## src/rtl/cpu_types_pkg.sv

```systemverilog
// rtl/cpu_types_pkg.sv - shared CPU types: machine word and fetch FSM states.
package cpu_types_pkg;

  typedef logic [31:0] word_t;

  typedef enum logic {
    RUN    = 1'b0,
    HALTED = 1'b1
  } fetch_state_t;

  localparam word_t INSTR_BYTES = 32'd4;

  function automatic word_t next_word_addr(input word_t addr);
    return addr + INSTR_BYTES;
  endfunction

endpackage

```

## src/rtl/ifid_latch.sv

```systemverilog
// rtl/ifid_latch.sv - IF/ID pipeline register with enable, clear and load controls.
module ifid_latch
  import cpu_types_pkg::*;
(
  input  logic        clk,
  input  logic        rst,
  input  logic        en,
  input  logic        clr,
  input  logic        load,
  input  logic [31:0] new_instr,
  input  logic [31:0] new_pc,
  input  logic [31:0] new_npc,
  output logic        valid,
  output logic [31:0] instr,
  output logic [31:0] pc,
  output logic [31:0] npc
);

  word_t instr_q, pc_q, npc_q;
  logic  valid_q;

  // Payload fields only change on a load; a clear or bubble drops valid alone.
  always_ff @(posedge clk) begin
    if (rst) begin
      valid_q <= 1'b0;
      instr_q <= '0;
      pc_q    <= '0;
      npc_q   <= '0;
    end else if (en) begin
      if (clr) begin
        valid_q <= 1'b0;
      end else if (load) begin
        valid_q <= 1'b1;
        instr_q <= new_instr;
        pc_q    <= new_pc;
        npc_q   <= new_npc;
      end else begin
        valid_q <= 1'b0;
      end
    end
  end

  assign valid = valid_q;
  assign instr = instr_q;
  assign pc    = pc_q;
  assign npc   = npc_q;

endmodule

```

## src/rtl/fetch_stage.sv

```systemverilog
// rtl/fetch_stage.sv - instruction fetch stage: PC, icache request, IF/ID load.
// Optional performance counters are built when FETCH_PERF_EN is defined.
module fetch_stage
  import cpu_types_pkg::*;
#(
  parameter logic [31:0] PC_INIT = 32'h0000_0000
) (
  input  logic        CLK,
  input  logic        RST,
  output logic        iREN,
  output logic [31:0] iaddr,
  input  logic        ihit,
  input  logic [31:0] iload,
  input  logic        stall,
  input  logic        flush,
  input  logic        redirect,
  input  logic [31:0] redirect_pc,
  input  logic        halt,
  output logic        ifid_valid,
  output logic [31:0] ifid_instr,
  output logic [31:0] ifid_pc,
  output logic [31:0] ifid_npc,
  output logic [31:0] perf_fetched,
  output logic [31:0] perf_miss
);

  fetch_state_t state, state_next;
  word_t        pc, pc_next, pc_plus4;
  logic         latch_en, latch_clr, latch_load;
  logic         unused_redirect_bits;

  assign unused_redirect_bits = ^redirect_pc[1:0];
  assign pc_plus4 = next_word_addr(pc);

  always_ff @(posedge CLK) begin
    if (RST) begin
      state <= RUN;
      pc    <= PC_INIT;
    end else begin
      state <= state_next;
      pc    <= pc_next;
    end
  end

  // Event priority: halt > redirect > flush > stall > ihit.
  always_comb begin
    state_next = state;
    pc_next    = pc;
    latch_en   = 1'b1;
    latch_clr  = 1'b0;
    latch_load = 1'b0;
    if (state == RUN) begin
      if (halt) begin
        state_next = HALTED;
        latch_clr  = 1'b1;
      end else if (redirect) begin
        pc_next   = {redirect_pc[31:2], 2'b00};
        latch_clr = 1'b1;
      end else if (flush) begin
        latch_clr = 1'b1;
      end else if (stall) begin
        latch_en = 1'b0;
      end else if (ihit) begin
        pc_next    = pc_plus4;
        latch_load = 1'b1;
      end
    end else begin
      latch_en = 1'b0;
    end
  end

  assign iREN  = (state == RUN) && !stall && !RST;
  assign iaddr = pc;

  ifid_latch u_ifid_latch (
    .clk       (CLK),
    .rst       (RST),
    .en        (latch_en),
    .clr       (latch_clr),
    .load      (latch_load),
    .new_instr (iload),
    .new_pc    (pc),
    .new_npc   (pc_plus4),
    .valid     (ifid_valid),
    .instr     (ifid_instr),
    .pc        (ifid_pc),
    .npc       (ifid_npc)
  );

`ifdef FETCH_PERF_EN
  word_t fetched_q, miss_q;

  // Both conditions are impossible in HALTED, so the counters freeze there.
  always_ff @(posedge CLK) begin
    if (RST) begin
      fetched_q <= '0;
      miss_q    <= '0;
    end else begin
      if (latch_load) fetched_q <= fetched_q + 32'd1;
      if (iREN && !ihit) miss_q <= miss_q + 32'd1;
    end
  end

  assign perf_fetched = fetched_q;
  assign perf_miss    = miss_q;
`else
  assign perf_fetched = '0;
  assign perf_miss    = '0;
`endif

endmodule

```

## config.mk

```make
export PLATFORM = sky130hd
export DESIGN_NAME = fetch_stage
export DESIGN_NICKNAME = d
export VERILOG_FILES = /design/src/rtl/cpu_types_pkg.sv /design/src/rtl/ifid_latch.sv /design/src/rtl/fetch_stage.sv
export SDC_FILE = /design/constraint.sdc
export NUM_CORES = 1
export LEC_CHECK = 0
export CELL_PAD_IN_SITES_DETAIL_PLACEMENT = 1
export CELL_PAD_IN_SITES_GLOBAL_PLACEMENT = 1
export CORE_MARGIN = 3
export CORE_UTILIZATION = 27
export CTS_BUF_LIST = sky130_fd_sc_hd__clkbuf_8
export DETAILED_ROUTE_END_ITERATION = 7
export GPL_ROUTABILITY_DRIVEN = 0
export PLACE_DENSITY = 0.78
export SETUP_SLACK_MARGIN = 0.5
export SLEW_MARGIN = 20
export SYNTH_ARGS = -nofsm -noshare
export SYNTH_HDL_FRONTEND = slang
export SYNTH_SLANG_ARGS = --single-unit
```

## constraint.sdc

```tcl
create_clock -name CLK -period 2.5 [get_ports CLK]
set_clock_uncertainty 0.15 [all_clocks]
set_input_delay 0.625 -clock CLK [delete_from_list [all_inputs] [get_ports CLK]]
set_output_delay 0.625 -clock CLK [all_outputs]
set_load 0.02 [all_outputs]
```

Word level (Yosys, flattened, before mapping)
Index checks and enable logic that the tools add are counted. W data, S select, Z words.

Bitwise operators: 3. Reductions and logical operators: 7. Add/subtract/negate cells: 1. Eq/ne operators: 2. Mux-type cells: 23.

Operator list (count): $mux W32 (4); $add A32 B3 Y32 const B (1); $mux W1 (19); $reduce_and A5 Y1 (1); $ne A2 B1 Y1 const B (2); $not A1 Y1 (3); $reduce_and A3 Y1 (1); $logic_and A1 B1 Y1 (2); $logic_not A1 Y1 (2); $reduce_bool A2 Y1 (1).

Register bits after elaboration: 130. Bits of input ports: 71. Output and inout port bits: 194. Logic and storage cells: 42.

Logic depth before layout (Yosys ltp)
Gate-level depths: netlist of the first run.

Depth in word-level cells: 8. Depth in mapped cells: 7. Gate-level depth less buffers: 6.

Modules after synthesis
Synthesis of the first run repeated with hierarchy kept, for this count alone.

Cells, all modules: 803. Area, all modules: 7231.9 µm².

Modules (own cells, without submodules): ifid_latch (area an instance 4311.6 µm², seq. area each 1941.9 µm², cells an instance 420, instances 1); fetch_stage (area an instance 2920.3 µm², seq. area each 620.6 µm², cells an instance 383, instances 1).

Worst setup path after synthesis of the first run
Ideal clock, no wire load.

Path type: input -> register. Start point: in redirect. End point: reg u_ifid_latch.npc_q[2], in the netlist u_ifid_latch.npc[2]. Setup slack: -0.035 ns. Cell stages on the path: 7. Data arrival time: 2.257 ns. Cell sequence: or4b_1 or3_1 clkbuf_1 clkbuf_1 clkbuf_1 a21oi_1 nor2_1.

Word-level cells in the longest chain between the ends: 5.

Ends and longest elaborated chain: start, declared (RTL line fetch_stage.sv:16) `input logic redirect,`; $mux W1 (RTL line fetch_stage.sv:56) `end else if (redirect) begin`; $mux W1 (RTL line fetch_stage.sv:53) `if (halt) begin`; $mux W1 (RTL line fetch_stage.sv:52) `if (state == RUN) begin`; $not A1 Y1 (no line); $reduce_and A3 Y1 (no line) (*); end signal, assigned (RTL line ifid_latch.sv:36) `npc_q <= new_npc;`; end, declared (RTL line ifid_latch.sv:19) `word_t instr_q, pc_q, npc_q;`.

Mark *: on every way between the ends. The rest lies on a longest branch, timed or not. A chain may end at the register's enable or synchronous reset.

Worst setup path in the final report of the first run
Start point: reg pc[14], in the netlist iaddr[14]. End point: reg pc[19], in the netlist iaddr[19].

Word-level cells in the longest chain between the ends: 5.

Ends and longest elaborated chain: start, declared (RTL line fetch_stage.sv:28) `word_t pc, pc_next, pc_plus4;`; start signal, assigned (RTL line fetch_stage.sv:41) `pc <= pc_next;`; $add A32 B3 Y32 (RTL line cpu_types_pkg.sv:14) `return addr + INSTR_BYTES;`; $mux W32 (RTL line fetch_stage.sv:63) `end else if (ihit) begin`; $mux W32 (RTL line fetch_stage.sv:61) `end else if (stall) begin`; $mux W32 (RTL line fetch_stage.sv:59) `end else if (flush) begin`; $mux W32 (RTL line fetch_stage.sv:56).

No other way between the ends. The select of a mux whose other input is x is not followed.

==> run_results.csv, run 1 <==
group,metric,value,unit
cells_and_area,nets,1131,
route,num_vias,7102,
logic_synthesis,synth-compound-area-share,18.8,%
worst_setup_path,critPathArrivalTime,2.61,ns
route,firstDrtPassIters,5,
sta,final_hold_viol_count,0,
logic_synthesis,synth_area_leader_cell,"dfxtp_1",
sta,tightest_slew,0.828,ns
pwr,leakagePower,4.87,nW
logic_synthesis,synth_fa_ha_area_share,0.212,%
route,ant_nets,0,
logic_synthesis,synth.area.top_cells,"dfxtp_1, nand2_1, buf_4, a21oi_1, o21ai_0",
logic_synthesis,synth_cells,762,
worst_hold_path,hp-class,"reg2reg",
floorplanning,core_area,21200,sq um
route,routedWlPerCell,23.7,um
sta,finalCritPeriodShare,95.9,%
pwr,powerDensity,427,nW/um^2
global_route,grt_pass1_vias,7177,
worst_setup_path,setup.worst_path.end_class,"register",
logic_synthesis,synthXorXnorAreaFrac,2.67,%
worst_setup_path,cp-start-kind,"register",
worst_setup_path,worstPathRequired,2.71,ns
sta,fmax,417,MHz
floorplanning,dieArea,23700,sq um
placement,place_area,8310,sq um
flow_run,maxCapViolCount,0,
global_route,met1_usage,25.9,%
clocking,tritoncts,"done",
sta,setup_viol,0,
run_status,status,"completed",
clocking,cts_max_level,4,
route,drt_wl_total,31900,um
clocking,clockBufferDepth,2,
worst_setup_path,path_class,"reg2reg",
cells_and_area,area_growth,89.3,%
floorplanning,io_pins,265,
sta,drv_slew,0,
sta,slew_headroom,44.8,%
logic_synthesis,muxShareOfSynthArea,0.848,%
floorplanning,rows,53,
logic_synthesis,synth-edff-count,0,
logic_synthesis,ys_seq_area_share,42.1,%
logic_synthesis,synthFlopType,"dfxtp_1",
global_route,grt_overflow,0,
worst_setup_path,path_max_fanout,4,
floorplanning,die_x,154,um
floorplanning,die_h,154,um
sta,fin_crit,2.40,ns
floorplanning,start_util,27.8,%
clocking,clock-sinks,124,
clocking,insertion_delay,0.47,ns
logic_synthesis,yosys.area_share.simple,22.0,%
sta,rsz0062_at_grt,"true",
route,drc_errors,0,
cells_and_area,n_fill_cell,2375,
cells_and_area,diodes,0,
logic_synthesis,ys_warn_count,0,
global_route,grt_antenna_before_repair,2,
cells_and_area,drive_gt1_share,46.6,%
placement,port_buffers,192,
logic_synthesis,syn-cell-area,5900,sq um
global_route,use_met3,6.90,%
clocking,clk_pin_slew,0.10,ns
logic_synthesis,syn_avg_cell_area,7.75,sq um
route,drt-initial-drc-count,420,
logic_synthesis,synth_top_family_by_area,"simple AND/OR/NAND/NOR gates",
pwr,ir_worst_vdd,306,uV
logic_synthesis,synthArstFlopShare,0,%
cells_and_area,finish.instance_area,11200,sq um
global_route,grt_usage,22.3,%
logic_synthesis,synth_top_area_share,42.1,%
global_route,grt_pass1_wl,41700,um
clocking,numCtsBuffers,17,
sta,fin_tns_setup,0,ns
placement,hpwlAfterDp,16100,um
route,vias_per_cell,5.27,
clocking,holdBufCountCts,0,
global_route,grt_max_degree,57,
global_route,use_met2,38.6,%
logic_synthesis,synth.distinct_cells,47,
logic_synthesis,ys_ff_latch,124,
clocking,clock-root-buffer,"clkbuf_8",
global_route,top_usage_layer,"met2",
[through the flow]
stage	hold slack [ns]	instances	util [%]	total power [mW]	worst slack (ns)
floorplan	0.378	831	-	2.51	0.113
global placement	0.287	1236	39.1	2.73	-0.485
detailed placement	0.296	1236	39.1	2.74	-0.537
CTS	0.268	1315	47.6	4.63	0.315
global route	0.273	1347	52.7	4.93	0.0531
finish	0.304	1347	52.7	4.77	0.102
[flip-flops by register name, summed over array words and instances, names as in the netlist]
signal              count
state                   1
u_ifid_latch.npc       30
iaddr                  30
u_ifid_latch.pc        30
u_ifid_latch.valid      1
u_ifid_latch.instr     32
[synthesized netlist by cell type (5+ instances only)]
master      n
inv_1       5
xnor2_1    12
buf_4      70
nand3_1    15
a31oi_1     6
nor3b_1     6
xor2_1      6
or4_1       5
nor3_1     16
nor2_1     42
nor4_1      9
or3_1       6
a22oi_1    14
o21ai_0    50
a211oi_1    7
nand2_1   161
o31ai_1     5
a21oi_1    88
clkbuf_1   40
buf_2      13
nand4_1    10
mux2i_1     5
dfxtp_1   124
[worst max-delay path: stages (launching register included)]
cell and delay [ns]:
dfxtp_4 0.38, nand4_4 0.16, buf_4 0.17, buf_4 0.15, nor3_1 0.42, nand3_1 0.25
or3_1 0.41, a31oi_1 0.22
[path summary, 6_finish.rpt]
path	from	endpoint	slack, ns	cells after the start
hold reg to reg	u_ifid_latch.instr[15]$_SDFFE_PP0P_	u_ifid_latch.instr[15]$_SDFFE_PP0P_	0.30	2
setup reg to reg	iaddr[14]$_SDFFE_PP0P_	iaddr[19]$_SDFFE_PP0P_	0.10	7
setup / recovery	iaddr[14]$_SDFFE_PP0P_	iaddr[19]$_SDFFE_PP0P_	0.10	7
hold / removal	u_ifid_latch.instr[15]$_SDFFE_PP0P_	u_ifid_latch.instr[15]$_SDFFE_PP0P_	0.30	2
[placed cells by master (no fill, tap or decap), types with 9 or more instances in the layout]
cell	instances
a22oi_1	10
buf_12	16
buf_16	13
a21oi_1	19
buf_6	31
o21ai_0	27
nand4_1	10
nand2_2	26
a21oi_2	66
clkdlybuf4s15_1	9
xnor2_1	12
o21ai_2	16
buf_8	15
dfxtp_4	12
conb_1	70
clkdlybuf4s50_1	62
buf_2	17
nand2_4	66
clkbuf_2	12
dfxtp_1	100
nand3_1	13
buf_4	74
dlygate4sd2_1	76
nor2_1	27
clkbuf_8	18
nand2_1	67
dfxtp_2	12
[power by group]
group | switching (mW) | internal [mW]
clock network | 0.955 | 0.916
registers | 0.0595 | 2.01
logic | 0.498 | 0.326
total | 1.51 | 3.25
[layout make-up]
type / count / area [sq um] / share of cell area [%]
inverters: 5 / 18.8 / 0.168
well taps: 275 / 344 / 3.08
multi-input cells: 574 / 4350 / 38.9
clock buffers: 18 / 248 / 2.22
flip-flops and latches: 124 / 2540 / 22.8
clock inverters: 14 / 145 / 1.30
repair buffers: 337 / 3530 / 31.6
[layer usage]
layer	wire length, um	share of wire, %	vias up
met5	27	0.085	-
met4	1230	3.9	4
met3	2430	7.6	95
met2	16200	51	367
met1	12000	38	3539
li1	-	-	3097
[cells by family (layout without fill, tap and decap cells)]
| kind of cell | after synthesis | count (layout) |
|---|---|---|
| xor gates and xnor gates | 18 | 18 |
| and+or+nand+nor | 287 | 288 |
| AOI/OAI and AO/OA | 192 | 192 |
| muxes | 5 | 5 |
| other | 1 | 70 |
| buffers and inverters | 134 | 374 |
| adders and majority gates | 1 | 1 |
| DFF | 124 | 124 |
[timing repair]
action | in CTS | in global routing
cloned | 14 | 7
setup endpoints to repair | 246 | 146
pin swaps | 138 | 69
setup buffers | 33 | 25
gates resized for setup | 508 | 209
Note: power is estimated with default switching activity, not from simulation.
==> run 2, diff against run 1 <==
--- a/config.mk
+++ b/config.mk
@@ -10,6 +10,7 @@
 export CORE_MARGIN = 3
 export CORE_UTILIZATION = 27
 export CTS_BUF_LIST = sky130_fd_sc_hd__clkbuf_8
+export CTS_CLUSTER_DIAMETER = 80
 export DETAILED_ROUTE_END_ITERATION = 7
 export GPL_ROUTABILITY_DRIVEN = 0
 export PLACE_DENSITY = 0.78
==> results of run 2 <==
No change in the layout: final DEF, timing and power equal those of run 1.
